`src/rtl/demap_pkg.sv`:
```
// Shared constants for the APSK demapper back end: Mode encodings, LLR widths
// and the Mode-to-bits-per-symbol lookup.
package demap_pkg;

  localparam int DEF_LLR_W   = 19;
  localparam int DEF_OUT_W   = 8;
  localparam int LLR_PER_SYM = 6;

  localparam logic [2:0] MODE_QPSK   = 3'd0;
  localparam logic [2:0] MODE_8PSK   = 3'd1;
  localparam logic [2:0] MODE_16APSK = 3'd2;
  localparam logic [2:0] MODE_32APSK = 3'd3;
  localparam logic [2:0] MODE_64APSK = 3'd4;

  typedef enum logic {
    ST_IDLE = 1'b0,
    ST_SEND = 1'b1
  } ser_state_t;

  // Zero marks an illegal Mode (5..7).
  function automatic logic [2:0] bits_per_mode(input logic [2:0] mode);
    logic [2:0] n;
    case (mode)
      MODE_QPSK:   n = 3'd2;
      MODE_8PSK:   n = 3'd3;
      MODE_16APSK: n = 3'd4;
      MODE_32APSK: n = 3'd5;
      MODE_64APSK: n = 3'd6;
      default:     n = 3'd0;
    endcase
    return n;
  endfunction

endpackage

```
`src/rtl/llr_serializer_fifo.sv`:
```
// Symbol FIFO between demapper and serializer; holds whole symbols (6 LLRs + Mode).
// A push while full is accepted when a pop happens in the same cycle.
module llr_sym_fifo #(
  parameter int WIDTH = 8,
  parameter int DEPTH = 4
) (
  input  logic             clk,
  input  logic             rst_n,
  input  logic             push,
  input  logic [WIDTH-1:0] wr_data,
  input  logic             pop,
  output logic [WIDTH-1:0] rd_data,
  output logic             full,
  output logic             empty
);

  localparam int AW = $clog2(DEPTH);

  logic [WIDTH-1:0] mem [DEPTH];
  logic [AW:0]      wr_ptr;
  logic [AW:0]      rd_ptr;
  logic             do_push;
  logic             do_pop;

  // Extra pointer MSB distinguishes full from empty when the indices match.
  assign empty   = (wr_ptr == rd_ptr);
  assign full    = (wr_ptr[AW] != rd_ptr[AW]) && (wr_ptr[AW-1:0] == rd_ptr[AW-1:0]);
  assign rd_data = mem[rd_ptr[AW-1:0]];
  assign do_pop  = pop && !empty;
  assign do_push = push && (!full || do_pop);

  always_ff @(posedge clk or negedge rst_n) begin
    if (!rst_n) begin
      wr_ptr <= '0;
      rd_ptr <= '0;
    end else begin
      if (do_push) wr_ptr <= wr_ptr + 1'b1;
      if (do_pop)  rd_ptr <= rd_ptr + 1'b1;
    end
  end

  always_ff @(posedge clk) begin
    if (do_push) mem[wr_ptr[AW-1:0]] <= wr_data;
  end

endmodule

```
`src/rtl/llr_serializer.sv`:
```
// Serializes demapped symbols into one scaled/saturated LLR per handshake.
// Optional saturation statistics (sat_cnt port) are built when LLR_STATS_EN is defined.
module llr_serializer
  import demap_pkg::*;
#(
  parameter int LLR_W     = DEF_LLR_W,
  parameter int OUT_W     = DEF_OUT_W,
  parameter int SHIFT     = 4,
  parameter int SYM_DEPTH = 4
) (
  input  logic                    clk,
  input  logic                    rst_n,
  input  logic                    in_valid,
  input  logic [2:0]              in_mode,
  input  logic signed [LLR_W-1:0] in_llr_0,
  input  logic signed [LLR_W-1:0] in_llr_1,
  input  logic signed [LLR_W-1:0] in_llr_2,
  input  logic signed [LLR_W-1:0] in_llr_3,
  input  logic signed [LLR_W-1:0] in_llr_4,
  input  logic signed [LLR_W-1:0] in_llr_5,
  input  logic                    clr,
  output logic                    out_valid,
  input  logic                    out_ready,
  output logic signed [OUT_W-1:0] out_llr,
  output logic                    out_last,
  output logic [2:0]              out_idx,
  output logic                    overflow,
  output logic                    mode_err
`ifdef LLR_STATS_EN
  ,
  output logic [15:0]             sat_cnt
`endif
);

  localparam int DATA_W = LLR_PER_SYM * LLR_W + 3;
  localparam logic signed [LLR_W-1:0] SAT_HI = LLR_W'((1 << (OUT_W - 1)) - 1);
  localparam logic signed [LLR_W-1:0] SAT_LO = -SAT_HI;

  // Floor shift, then symmetric clip so the most negative code never appears.
  function automatic logic signed [OUT_W-1:0] sat_val(input logic signed [LLR_W-1:0] x);
    logic signed [LLR_W-1:0] v;
    v = x >>> SHIFT;
    if (v > SAT_HI)      return SAT_HI[OUT_W-1:0];
    else if (v < SAT_LO) return SAT_LO[OUT_W-1:0];
    else                 return v[OUT_W-1:0];
  endfunction

  ser_state_t              state;
  logic [DATA_W-1:0]       wr_data;
  logic [DATA_W-1:0]       rd_data;
  logic                    fifo_full;
  logic                    fifo_empty;
  logic                    push;
  logic                    pop;
  logic                    in_legal;
  logic                    ovf_evt;
  logic                    merr_evt;
  logic                    hs;
  logic                    adv;
  logic [2:0]              head_n;
  logic [2:0]              sym_n;
  logic [2:0]              nxt_idx;
  logic signed [LLR_W-1:0] sr [LLR_PER_SYM];
  logic signed [LLR_W-1:0] nxt_raw;
  logic signed [LLR_W-1:0] beat_raw;
  logic signed [OUT_W-1:0] beat_llr;

  // Output stream: a beat transfers on a rising edge where out_valid && out_ready;
  // while out_valid is high and out_ready low, out_llr/out_last/out_idx are frozen.
  assign hs       = out_valid && out_ready;
  assign adv      = (state == ST_SEND) && hs && !out_last;
  assign pop      = !fifo_empty && ((state == ST_IDLE) || (hs && out_last));

  assign in_legal = (bits_per_mode(in_mode) != 3'd0);
  assign push     = in_valid && in_legal && (!fifo_full || pop);
  assign ovf_evt  = in_valid && in_legal && fifo_full && !pop;
  assign merr_evt = in_valid && !in_legal;

  assign wr_data  = {in_mode, in_llr_5, in_llr_4, in_llr_3, in_llr_2, in_llr_1, in_llr_0};
  assign head_n   = bits_per_mode(rd_data[DATA_W-1 -: 3]);
  assign nxt_idx  = out_idx + 3'd1;

  always_comb begin
    nxt_raw = sr[0];
    case (nxt_idx)
      3'd1:    nxt_raw = sr[1];
      3'd2:    nxt_raw = sr[2];
      3'd3:    nxt_raw = sr[3];
      3'd4:    nxt_raw = sr[4];
      3'd5:    nxt_raw = sr[5];
      default: nxt_raw = sr[0];
    endcase
  end

  assign beat_raw = pop ? rd_data[LLR_W-1:0] : nxt_raw;
  assign beat_llr = sat_val(beat_raw);

  llr_sym_fifo #(
    .WIDTH (DATA_W),
    .DEPTH (SYM_DEPTH)
  ) u_fifo (
    .clk     (clk),
    .rst_n   (rst_n),
    .push    (push),
    .wr_data (wr_data),
    .pop     (pop),
    .rd_data (rd_data),
    .full    (fifo_full),
    .empty   (fifo_empty)
  );

  always_ff @(posedge clk or negedge rst_n) begin
    if (!rst_n) begin
      state     <= ST_IDLE;
      out_valid <= 1'b0;
      out_llr   <= '0;
      out_last  <= 1'b0;
      out_idx   <= '0;
      sym_n     <= '0;
      for (int i = 0; i < LLR_PER_SYM; i++) sr[i] <= '0;
    end else if (pop) begin
      // Load covers both the IDLE start and the bubble-free chain after a last beat.
      state     <= ST_SEND;
      out_valid <= 1'b1;
      out_llr   <= beat_llr;
      out_last  <= 1'b0;
      out_idx   <= '0;
      sym_n     <= head_n;
      for (int i = 0; i < LLR_PER_SYM; i++) sr[i] <= rd_data[i*LLR_W +: LLR_W];
    end else begin
      case (state)
        ST_IDLE: begin
          out_valid <= 1'b0;
        end
        ST_SEND: begin
          if (adv) begin
            out_llr  <= beat_llr;
            out_idx  <= nxt_idx;
            out_last <= (nxt_idx == sym_n - 3'd1);
          end else if (hs) begin
            state     <= ST_IDLE;
            out_valid <= 1'b0;
            out_last  <= 1'b0;
          end
        end
        default: state <= ST_IDLE;
      endcase
    end
  end

  // Sticky flags: a new event in the same cycle as clr keeps the flag set.
  always_ff @(posedge clk or negedge rst_n) begin
    if (!rst_n) begin
      overflow <= 1'b0;
      mode_err <= 1'b0;
    end else begin
      if (ovf_evt)  overflow <= 1'b1;
      else if (clr) overflow <= 1'b0;
      if (merr_evt) mode_err <= 1'b1;
      else if (clr) mode_err <= 1'b0;
    end
  end

`ifdef LLR_STATS_EN
  function automatic logic is_clip(input logic signed [LLR_W-1:0] x);
    logic signed [LLR_W-1:0] v;
    v = x >>> SHIFT;
    return (v > SAT_HI) || (v < SAT_LO);
  endfunction

  logic out_clip;

  always_ff @(posedge clk or negedge rst_n) begin
    if (!rst_n) begin
      out_clip <= 1'b0;
      sat_cnt  <= '0;
    end else begin
      if (pop || adv) out_clip <= is_clip(beat_raw);
      if (hs && out_clip) begin
        if (clr)                      sat_cnt <= 16'd1;
        else if (sat_cnt != 16'hFFFF) sat_cnt <= sat_cnt + 16'd1;
      end else if (clr) begin
        sat_cnt <= '0;
      end
    end
  end
`endif

endmodule

```
`config.mk`:
```
export PLATFORM = sky130hd
export DESIGN_NAME = llr_serializer
export DESIGN_NICKNAME = d
export VERILOG_FILES = /design/src/rtl/demap_pkg.sv /design/src/rtl/llr_serializer_fifo.sv /design/src/rtl/llr_serializer.sv
export SDC_FILE = /design/constraint.sdc
export NUM_CORES = 1
export LEC_CHECK = 0
export CAP_MARGIN = 5
export CORE_AREA = 2 2 221 223
export CTS_CLUSTER_DIAMETER = 40
export DETAILED_ROUTE_END_ITERATION = 8
export DIE_AREA = 0 0 223 225
export PLACE_DENSITY = 0.65
export SLEW_MARGIN = 20
export SYNTH_ARGS = -nofsm -noshare
export SYNTH_HDL_FRONTEND = slang
export SYNTH_SLANG_ARGS = --single-unit
```
`constraint.sdc`:
```
create_clock -name clk -period 4.7 [get_ports clk]
set_clock_uncertainty 0.1 [all_clocks]
set_input_delay 0.94 -clock clk [delete_from_list [all_inputs] [get_ports clk]]
set_output_delay 0.94 -clock clk [all_outputs]
set_load 0.02 [all_outputs]
```
==> reports/metrics.csv, run 1 <==
stage,metric,value,unit
synthesis,post-synthesis cell count,1137,
sta,Slew @ Worst Pin,963.9,ps
setup_path,arrival time worst endpoint,3700,ps
grt,GR Overflow Total,0,
setup_path,CP Buf/Inv Count,1,
setup_path,kind of end point of the critical path,register,
grt,initial antenna violation count,2,
clock_tree,Post-CTS Hold Buffers,0,
clock_tree,clock buffer count from CTS,61,
sta,FMAX,304.8,MHz
final_layout,ant diodes,0,
die,Rows,80,
grt,largest net degree at the start of global routing,75,
synthesis,Synth Warn #,0,
place,I/O Buffers,112,
sta,Fin. Hold Viols,0,
detailed_routing,vias,10170,
run,max-cap violations,0,
synthesis,"EDFF count, synth",372,
sta,Max-slew headroom,0.3574,
synthesis,share of synthesized registers carrying an async set or reset,0.2361,
clock_tree,clock tree buffer depth,3,
clock_tree,"Clk Latency, worst-skew pair",610,ps
setup_path,family with the most delay on the worst path,compound AO/OA/AOI/OAI gates,
synthesis,Yosys cell types,51,
setup_path,FF-to-FF setup slack,1420,ps
sta,fin. max-slew vios,0,
final_layout,fill cell count,3984,
grt,first-pass GRT wire length,62650,um
clock_tree,H-tree Lvls,2,
final_layout,layout cell share with drive strength beyond 1,0.1820,
place,post-placement cell area,20880,um^2
setup_path,crit path cell chain,"xnor2_1, a32o_4, nor2_1, a31oi_1, nand3_1, nor4b_4, inv_2, a221oi_2",
power_and_ir_drop,Leak Pwr,0.008559,uW
final_layout,fin area,22890,um^2
outcome,outcome,"complete, no violations",
setup_path,R2R Path Start,u_fifo.rd_ptr[0]$_DFFE_PN0P_,
detailed_routing,wire per inst,21.10,um
synthesis,main area contributors after synthesis,"edfxtp_1, dfrtp_1, mux4_2, nand2_1, ha_1",
clock_tree,root buffer cell,clkbuf_16,
sta,post-route setup TNS,0,ps
synthesis,ys flop type,edfxtp_1,
sta,Final Setup Violations,0,
final_layout,final net count,1413,
setup_path,FF-to-FF End,out_llr[4]$_DFFE_PN0P_,
synthesis,syn_nets,1270,
setup_path,Critical-path top delay cell,dfrtp_4,
setup_path,crit path launch type,register,
setup_path,Slowest Stage Delay on Critical Path,720,ps
setup_path,Crit Path Max Fanout,46,
sta,final worst path period share,0.6981,
die,die area,50180,um^2
synthesis,post-synth top area share,0.5904,
synthesis,mapped cell area,18920,um^2
synthesis,"Avg Cell Area, Syn",16.64,um^2
detailed_routing,Total Wirelength,41050,um
setup_path,critical path class,register to register,
place,post-detail-place hpwl,25890,um
setup_path,R2R cell count,8,
sta,Final min period,3281,ps
clock_tree,clk sinks,487,
grt,vias in the first global route,10370,
clock_tree,clock slew at reported path FFs,60,ps
final_layout,Layout area overhead,20.96,%
power_and_ir_drop,pwr/cell area,459.1,nW/um^2
die,Die Height,225,um
detailed_routing,drt first-iter violations,1013,
detailed_routing,first-pass detailed-route iteration total,5,
clock_tree,CTS tree,done,
detailed_routing,via density per instance,5.228,
setup_path,Critical Path RT,5120,ps
synthesis,register bit total from synthesis,487,
power_and_ir_drop,total power,10510,uW
detailed_routing,DR DRC count,0,
synthesis,biggest area consumer among synthesized cells,edfxtp_1,
synthesis,register area share after synthesis,0.7424,
die,Die W,223,um
min_path,HP Class,input pin to asynchronous set/reset pin,
sta,RSZ-0062 raised after global routing,no,
die,initial core utilization,0.3980,
clock_tree,Setup Buffers After CTS,0,
place,gpl congestion,0.8318,
final_layout,final core occ,0.4814,
detailed_routing,Post-DRT Antenna Nets,0,
die,io pins,137,
clock_tree,CTS resizes,0,
power_and_ir_drop,maximum VDD drop,286.2,uV
die,floorplan core area,47550,um^2
grt,GR Util All Layers,0.1659,
-- flip-flops by register name (all words and copies together), names as in the netlist, 3 cells and up --
name,flops
out_idx,3
out_llr,8
sr,90
sym_n,3
u_fifo.mem,372
u_fifo.rd_ptr,3
u_fifo.wr_ptr,3
-- routing by layer --
| layer | share of wire | track usage |
|---|---|---|
| met3 | 0.060 | 0.03625 |
| met1 | 0.46 | 0.2413 |
| met5 | 0.00073 | 0 |
| met4 | 0.024 | 0.05759 |
| met2 | 0.46 | 0.2481 |
-- final cells by class --
type	instances	area, um^2	share of cell area
clock inverters	43	442.9	0.01935
flip-flops and latches	487	14060	0.6141
repair buffers	139	1413	0.06172
well taps	615	769.5	0.03362
clock buffers	70	1560	0.06817
inverters	16	60.06	0.002624
multi-input cells	575	4586	0.2004
-- how the worst max path moves through the flow --
stage	cells after the start	to	from
after CTS	6	u_fifo.mem[2][30]$_DFFE_PP_	u_fifo.rd_ptr[0]$_DFFE_PN0P_
after detailed placement	7	u_fifo.mem[2][34]$_DFFE_PP_	out_ready
after global routing	8	out_llr[4]$_DFFE_PN0P_	u_fifo.rd_ptr[0]$_DFFE_PN0P_
final	8	out_llr[4]$_DFFE_PN0P_	u_fifo.rd_ptr[0]$_DFFE_PN0P_
after global placement	7	u_fifo.mem[0][54]$_DFFE_PP_	out_ready
after floorplan	4	u_fifo.mem[3][100]$_DFFE_PP_	in_mode[1]
-- cells by family after synthesis --
group                    Yosys count  synth area share
buffers and inverters             75           0.01693
multiplexers                     103            0.1153
AO/OA/AOI/OAI                    104           0.03908
flip-flops                       487            0.7424
AND/OR/NAND/NOR                  344           0.07214
adder cells (fa/ha/maj)           11          0.007274
XOR/XNOR                          13          0.006812
-- synth_stat cells, types with 2 or more instances --
cell type    n
mux2_2       6
a21oi_1     22
xnor2_1      9
nand3_1      8
and2_1       4
buf_2       19
edfxtp_1   372
a32o_1       2
clkbuf_1    30
a222oi_1     8
o22ai_1      2
a31oi_1      6
mux2i_1      5
xor2_1       2
mux4_2      91
a21o_1       3
a221oi_1     6
ha_1        11
nor3_1       6
nand3b_1     2
o21ai_0     23
nand2_1    304
a211o_1      3
a221oi_2     2
nor2_1      13
o21a_1       3
buf_4        2
inv_1       15
dfrtp_1    115
buf_1        7
a22oi_1     10
and3_1       3
o2bb2ai_1    3
a221o_1      3
-- power by group --
part,switching (uW),total (uW),internal [uW]
sequential,86.4,5200,5110
clock,1850,4550,2700
combinational,469,765,296
total,2400,10500,8100
-- placed cells by master (no fill, tap or decap), drive strengths merged, types with 4 or more instances in the layout --
master / Yosys / routed
edfxtp: 372 / 372
nand2: 304 / 304
dfrtp: 115 / 115
clkdlybuf4s50: 0 / 111
mux4: 91 / 91
clkbuf: 30 / 70
inv: 16 / 29
buf: 29 / 28
o21ai: 24 / 24
a21oi: 22 / 22
clkinv: 0 / 20
nor2: 13 / 13
ha: 11 / 11
a22oi: 10 / 10
xnor2: 10 / 10
nand3: 8 / 8
a222oi: 8 / 8
a221oi: 8 / 8
mux2: 7 / 7
nor3: 6 / 6
a31oi: 6 / 6
mux2i: 5 / 5
clkinvlp: 0 / 5
bufinv: 0 / 5
and2: 4 / 4
and3: 4 / 4
-- stage by stage --
stage | hold WS, ps | worst slack, ps | instances
after global placement | 357.8 | 1005 | 1832
final | 263.3 | 1419 | 1945
after global routing | 309.9 | 1160 | 1945
after floorplan | 340.1 | 382.7 | 1137
after detailed placement | 362.0 | 929.7 | 1832
after CTS | 375.6 | 1403 | 1945
-- worst register-to-register path: cells and delay by family (launching register included) --
kind / cells / cell delay [ps]
AO/OA/AOI/OAI: 3 / 1050
XOR/XNOR: 1 / 540
buffers and inverters: 1 / 90
flip-flops: 1 / 720
AND/OR/NAND/NOR: 3 / 690
Note: power is estimated with default switching activity, not from simulation.
==> run 2: changes to the inputs <==
clock period = 3.4 ns   (was 4.7 ns; I/O delays follow)
==> reports/metrics.csv, run 2 (synthesis results as in run 1) <==
stage,metric,value,unit
outcome,outcome,"complete, no violations",
min_path,HP Class,input pin to asynchronous set/reset pin,
power_and_ir_drop,Psw,3397,uW
setup_path,Crit Path Max Fanout,17,
final_layout,final net count,1439,
die,Rows,80,
final_layout,ant diodes,0,
grt,initial antenna violation count,0,
setup_path,critical path class,register to register,
clock_tree,clock buffer count from CTS,66,
detailed_routing,drt first-iter violations,984,
clock_tree,clk sinks,487,
final_layout,Layout area overhead,23.81,%
power_and_ir_drop,Clk network pwr share,0.454,
grt,largest net degree at the start of global routing,65,
place,I/O Buffers,112,
setup_path,Critical Path RT,3770,ps
clock_tree,Post-CTS Hold Buffers,0,
grt,first-pass GRT wire length,64090,um
clock_tree,clock slew at reported path FFs,60,ps
sta,post-route setup TNS,0,ps
die,io pins,137,
sta,hold slack,124.9,ps
sta,RSZ-0062 raised after global routing,no,
place,gpl congestion,0.8343,
final_layout,layout cell share with drive strength beyond 1,0.1965,
place,post-detail-place hpwl,26590,um
detailed_routing,DR DRC count,0,
detailed_routing,Post-DRT Antenna Nets,0,
detailed_routing,first-pass detailed-route iteration total,7,
power_and_ir_drop,pwr/cell area,651.3,nW/um^2
power_and_ir_drop,Leak Pwr,0.008820,uW
clock_tree,root buffer cell,clkbuf_16,
power_and_ir_drop,Reg power frac,0.471,
final_layout,area of the multi-input gates,4589,um^2
detailed_routing,wire per inst,21.02,um
grt,GR Util All Layers,0.1701,
clock_tree,CTS tree,done,
sta,Final Setup Violations,0,
die,Die Height,225,um
power_and_ir_drop,maximum VDD drop,441.2,uV
die,floorplan core area,47550,um^2
power_and_ir_drop,internal power,11860,uW
die,die area,50180,um^2
setup_path,arrival time worst endpoint,3540,ps
setup_path,crit path launch type,register,
clock_tree,"Clk Latency, worst-skew pair",580,ps
detailed_routing,Total Wirelength,41490,um
sta,fin. max-slew vios,0,
sta,final worst path period share,0.9319,
die,Die W,223,um
sta,Max-slew headroom,0.3706,
grt,GR Overflow Total,0,
power_and_ir_drop,switching share of total power,0.2226,
clock_tree,H-tree Lvls,3,
detailed_routing,vias,10420,
sta,Final min period,3169,ps
final_layout,"commonest non-fill, non-tap cell in the layout",edfxtp_1,
die,initial core utilization,0.3980,
clock_tree,clock tree buffer depth,3,
setup_path,kind of end point of the critical path,register,
power_and_ir_drop,logic gate share of total power,0.075,
final_layout,fill cell count,3945,
detailed_routing,via density per instance,5.280,
sta,Slew @ Worst Pin,944.1,ps
run,max-cap violations,0,
final_layout,storage element area,14060,um^2
final_layout,max reg flops,372,
sta,FMAX,315.6,MHz
sta,Fin. Hold Viols,0,
final_layout,"commonest non-fill, non-tap cells in the layout","edfxtp_1, nand2_1, dfrtp_1, clkdlybuf4s50_1, mux4_2",
grt,vias in the first global route,10640,
## run 2: per-stage QoR
stage	power [uW]	cells	instance area, um^2	setup slack (ps)	utilization
after detailed placement	8474	1853	21180	122.0	0.4454
after floorplan	7799	1137	18930	374.0	-
final	15260	1974	23430	231.5	0.4927
after CTS	15430	1974	23420	215.9	0.4927
after global placement	8423	1853	21180	162.6	0.4454
after global routing	15770	1974	23430	6.223	0.4927
## run 2: area by class of cell
| cell class | instances | share of cell area |
|---|---|---|
| Clock buffer | 86 | 0.07814 |
| Clock inverter | 35 | 0.01784 |
| Inverter | 16 | 0.002564 |
| Multi-Input combinational cell | 575 | 0.1959 |
| Sequential cell | 487 | 0.6000 |
| Tap cell | 615 | 0.03285 |
| Timing Repair Buffer | 160 | 0.07274 |
## run 2: timing repair
item / in CTS / in global routing
setup endpoints to repair: 0 / 2
buffers inserted: 0 / 0
hold endpoints to repair: 0 / 0
gates resized for setup: 0 / 1
## run 2: power by group through the flow
stage	clock, uW	sequential, uW	combinational [uW]
final	6930	7180	1140
after global routing	7310	7220	1230
after CTS	7070	7190	1170
after detailed placement	0	7300	1170
after global placement	0	7270	1150
after floorplan	0	7290	507
## run 2: worst max-delay path: stages (launching register included)
cell and delay, ps:
dfrtp_1 510, inv_1 110, ha_1 410, nor3_1 300, mux2_4 350, a22oi_1 130, a21oi_1 220, nand3_1 160
nor4b_4 420, inv_2 100, a221oi_2 250
## run 2: metal layers
layer | track usage | share of wire | up-vias
li1 | - | - | 4650
met1 | 0.2437 | 0.45 | 5361
met2 | 0.2540 | 0.46 | 325
met3 | 0.03585 | 0.058 | 87
met4 | 0.07144 | 0.034 | 0
met5 | 0 | 0 | -
## run 2: path summary, 6_finish.rpt
check	startpoint	endpoint	slack (ps)	depth (start not counted)
setup / recovery	out_idx[0]$_DFFE_PN0P_	out_llr[5]$_DFFE_PN0P_	230	10
hold / removal	rst_n	sym_n[2]$_DFFE_PN0N_	120	1
setup reg to reg	out_idx[0]$_DFFE_PN0P_	out_llr[5]$_DFFE_PN0P_	230	10
hold reg to reg	sr[50]$_DFFE_PN0N_	sr[50]$_DFFE_PN0N_	370	2
max in group asynchronous	rst_n	sr[75]$_DFFE_PN0N_	2340	2
min in group clk	sr[50]$_DFFE_PN0N_	sr[50]$_DFFE_PN0N_	370	2
